### src/rtl/alu.sv
// Registered WIDTH-bit ALU: one ADD/SUB/AND/OR/XOR per clock, result is
// WIDTH+1 bits wide (top bit = carry for ADD, borrow for SUB, 0 otherwise).
// Valid qualification: in_valid marks a, b and op as meaningful at a rising
// edge; out_valid is its registered copy one edge later. There is no ready:
// the unit accepts a new operation on every cycle. When in_valid is low,
// result, zero and op_err keep their last values and only out_valid drops.
module alu #(
    parameter int WIDTH = 4
) (
    input  logic             clk,
    input  logic             rst,
    input  logic             in_valid,
    input  logic [WIDTH-1:0] a,
    input  logic [WIDTH-1:0] b,
    input  logic [2:0]       op,
    output logic [WIDTH:0]   result,
    output logic             out_valid,
    output logic             zero,
    output logic             op_err
);

    localparam logic [2:0] OP_ADD = 3'b000;
    localparam logic [2:0] OP_SUB = 3'b001;
    localparam logic [2:0] OP_AND = 3'b010;
    localparam logic [2:0] OP_OR  = 3'b011;
    localparam logic [2:0] OP_XOR = 3'b100;

    logic [WIDTH:0] a_ext;
    logic [WIDTH:0] b_ext;
    logic [WIDTH:0] next_result;
    logic           next_err;

    assign a_ext = {1'b0, a};
    assign b_ext = {1'b0, b};

    // Next result and opcode legality; SUB wraps mod 2^(WIDTH+1) so the top bit is the borrow.
    always_comb begin
        next_result = '0;
        next_err    = 1'b0;
        unique case (op)
            OP_ADD:  next_result = a_ext + b_ext;
            OP_SUB:  next_result = a_ext - b_ext;
            OP_AND:  next_result = a_ext & b_ext;
            OP_OR:   next_result = a_ext | b_ext;
            OP_XOR:  next_result = a_ext ^ b_ext;
            default: begin
                next_result = '0;
                next_err    = 1'b1;
            end
        endcase
    end

    // Output registers: reset wins, valid ops update everything, idle cycles hold data.
    always_ff @(posedge clk) begin
        if (rst) begin
            result    <= '0;
            out_valid <= 1'b0;
            zero      <= 1'b0;
            op_err    <= 1'b0;
        end else begin
            out_valid <= in_valid;
            if (in_valid) begin
                result <= next_result;
                op_err <= next_err;
                zero   <= !next_err && (next_result == '0);
            end
        end
    end

endmodule

### config.mk
export PLATFORM = sky130hd
export DESIGN_NAME = alu
export DESIGN_NICKNAME = d
export VERILOG_FILES = /design/src/rtl/alu.sv
export SDC_FILE = /design/constraint.sdc
export NUM_CORES = 1
export LEC_CHECK = 0
export ABC_AREA = 1
export BUFFER_PORTS_ARGS = -buffer_cell sky130_fd_sc_hd__buf_2
export CAP_MARGIN = 20
export CORE_MARGIN = 2
export CORE_UTILIZATION = 30
export DETAILED_ROUTE_END_ITERATION = 7
export GPL_TIMING_DRIVEN = 0
export PLACE_DENSITY = 0.51
export SLEW_MARGIN = 40
export SYNTH_ARGS = -nofsm -noshare
export SYNTH_HDL_FRONTEND = slang
export SYNTH_SLANG_ARGS = --single-unit
### constraint.sdc
create_clock -name clk -period 2.8 [get_ports clk]
set_input_delay 0.56 -clock clk [delete_from_list [all_inputs] [get_ports clk]]
set_output_delay 0.56 -clock clk [all_outputs]
set_load 0.005 [all_outputs]
==> flow_metrics.py <==
metrics = {
    "cells_and_area": {
        "final_area_mm2": 0.00102,
        "fin_util": 0.369,
        "nFillCells": 318,
        "final_cells": 182,
        "nets": 181,
        "num_antenna_cells": 0,
        "drive_above_1_share": 0.252,
        "syn2layout_area_growth_pct": 17.5,
    },
    "setup_path": {
        "r2r-start": "op_err$_SDFFE_PP0P_",
        "cp.required_ps": 2940,
        "critPathLaunchType": "primary input",
        "reg2regPathDepth": 2,
        "r2r_end": "op_err$_SDFFE_PP0P_",
        "cp-end-kind": "flop",
        "worstPathArrival_ps": 2220,
        "r2r_slack_ps": 2150,
        "critPathMaxFanout": 4,
        "worst-setup-path-type": "primary input to flop",
    },
    "hold_path": {
        "hold_path_class": "flop to flop",
        "whs_path_depth": 2,
        "min_delay_worst_endpoint": "result[1]$_SDFFE_PP0P_",
        "hp-start": "result[1]$_SDFFE_PP0P_",
    },
    "global_routing": {
        "globalRouteOverflowTotal": 0,
        "grt.total_usage": 0.116,
        "grt_pass1_vias": 717,
        "grt_pass1_wl_um": 3000,
        "grt_start_max_net_pins": 10,
        "antenna_found_initial": 0,
    },
    "flow_run": {
        "drv_cap": 0,
    },
    "run_status": {
        "status": "complete, no violations",
    },
    "clock_tree": {
        "cts_buffers": 3,
        "clock_latency_ps": 240,
        "cts_num_sinks": 8,
        "clk_pin_slew_ps": 50,
        "cts_resized": 0,
        "cts_max_level": 1,
        "ctsRootBufferMaster": "clkbuf_4",
        "ctsHoldBuffers": 0,
        "postCtsSetupBuffers": 0,
        "cts_tree": "yes",
        "clockBufferDepth": 2,
    },
    "synth": {
        "synth_most_common_cell": "nand2_1",
        "synth_top_area_share": 0.188,
        "netlist-cell-type-count": 23,
        "syn-num-nets": 158,
        "synthesis.area_um2": 867,
        "ys_seq_area_frac": 0.185,
        "syn_inst": 130,
        "ys.flop_type": "dfxtp_1",
        "avgSynthCellArea_um2": 6.67,
        "synth_top_cell_by_area": "ha_1",
        "synthArstFlopShare": 0,
        "ys_ff_latch": 8,
        "synth_commonest_cells": "nand2_1, inv_1, nand3_1, ha_1, nor2_1",
        "synthTopCellsByArea": "ha_1, dfxtp_1, nand2_1, inv_1, nand3_1",
        "synth_edf_count": 0,
        "yosysWarnings": 0,
    },
    "routing": {
        "ant_nets": 0,
        "firstDrtPassIters": 4,
        "routed_wl_um": 1790,
        "vias": 823,
        "drt_iter0_drc": 22,
        "routedWlPerCell_um": 9.81,
        "viasPerCell": 4.52,
        "drc_errors": 0,
    },
    "timing": {
        "setup_viol_count_final": 0,
        "rsz0062_at_grt": "false",
        "finalMaxSlewViolations": 0,
        "fin_skew_ps": 0,
        "min_period_ps": 2070,
        "fin_setup_tns_ps": 0,
        "hold_violations": 0,
        "slew_headroom": 0.785,
        "fmax_ghz": 0.482,
        "worstMarginPinSlew_ps": 323,
        "timing.final.crit_share": 0.741,
    },
    "pwr": {
        "powerDensity_mw_per_mm2": 339,
        "leakagePower_nw": 0.574,
        "irDropWorstVdd_mv": 0.218,
        "power_uw": 345,
    },
    "placement": {
        "hpwl_um": 1530,
        "gp_congestion": 0.794,
        "dp.cells": 179,
        "port-buffer-count": 18,
        "placed_cell_area_um2": 996,
    },
    "floorplanning": {
        "die_h_um": 57.8,
        "start_util": 0.314,
        "fp.dieArea_mm2": 0.00334,
        "placementRows": 19,
        "die_x_um": 57.8,
        "design.core.area_mm2": 0.00276,
        "io_pins": 22,
    },
}
worst max path at each step:
stage	start	endpoint	slack (ps)	cells past startpoint
after floorplan	op[2]	zero$_SDFFE_PP0P_	680	16
after global placement	b[2]	zero$_SDFFE_PP0P_	460	14
after CTS	b[0]	zero$_SDFFE_PP0P_	730	12
after global routing	b[2]	zero$_SDFFE_PP0P_	570	14
after detailed placement	b[0]	zero$_SDFFE_PP0P_	470	15
final	b[0]	zero$_SDFFE_PP0P_	730	15
power breakdown:
group / switching (mW) / internal [mW]
Sequential: 0.00279 / 0.121
Clock: 0.0362 / 0.0488
Combinational: 0.0797 / 0.0558
Total: 0.119 / 0.226
worst max-delay path, cell delays in order:
cell	delay, ps
buf_2	110
inv_1	60
ha_1	210
inv_1	60
nand2_1	60
xor2_1	140
ha_1	330
a21oi_1	190
nand2_1	70
nand2_1	60
nand3_1	70
nand2_1	60
clkinv_1	70
nand3_1	100
a21oi_2	50
state kept, by name (all words and copies together) (netlist names):
name	flops
zero	1
result	5
out_valid	1
op_err	1
cell usage in the layout (no fill, tap or decap), drive strengths merged:
cell type,n
o21ai,6
nand4,3
nand2,27
ha,13
xor2,2
nand3,17
inv,27
dfxtp,8
o31ai,1
xnor2,1
fa,1
buf,20
clkbuf,4
a21oi,7
nor2,13
clkinv,1
layout make-up:
type	instances	area (µm²)	area share
inverter	28	110	0.108
multi-input combinational	91	571	0.560
buffer	3	26.3	0.0258
timing repair buffer	18	90.1	0.0885
sequential	8	160	0.157
clock buffer	3	22.5	0.0221
tap	31	38.8	0.0381
routing by layer:
metal  track usage  wire, µm  vias up
li1              -         -      451
met4        0.0498        16        0
met5             0         0        -
met3        0.0223        94        4
met1         0.151       866      345
met2         0.187       807       23
through the flow:
stage | setup WS [ps] | hold WS, ps
after floorplan | 679 | 465
after global placement | 462 | 461
after detailed placement | 474 | 460
after CTS | 731 | 471
after global routing | 571 | 489
final | 725 | 467
kinds of logic after synthesis:
kind of cell	Yosys count	share of synthesized area
AOI/OAI and AO/OA	14	0.0923
xor gates and xnor gates	3	0.0303
adders and majority gates	14	0.211
buffers and inverters	31	0.157
DFF	8	0.185
and+or+nand+nor	60	0.325
Note: power is estimated with default switching activity, not from simulation.
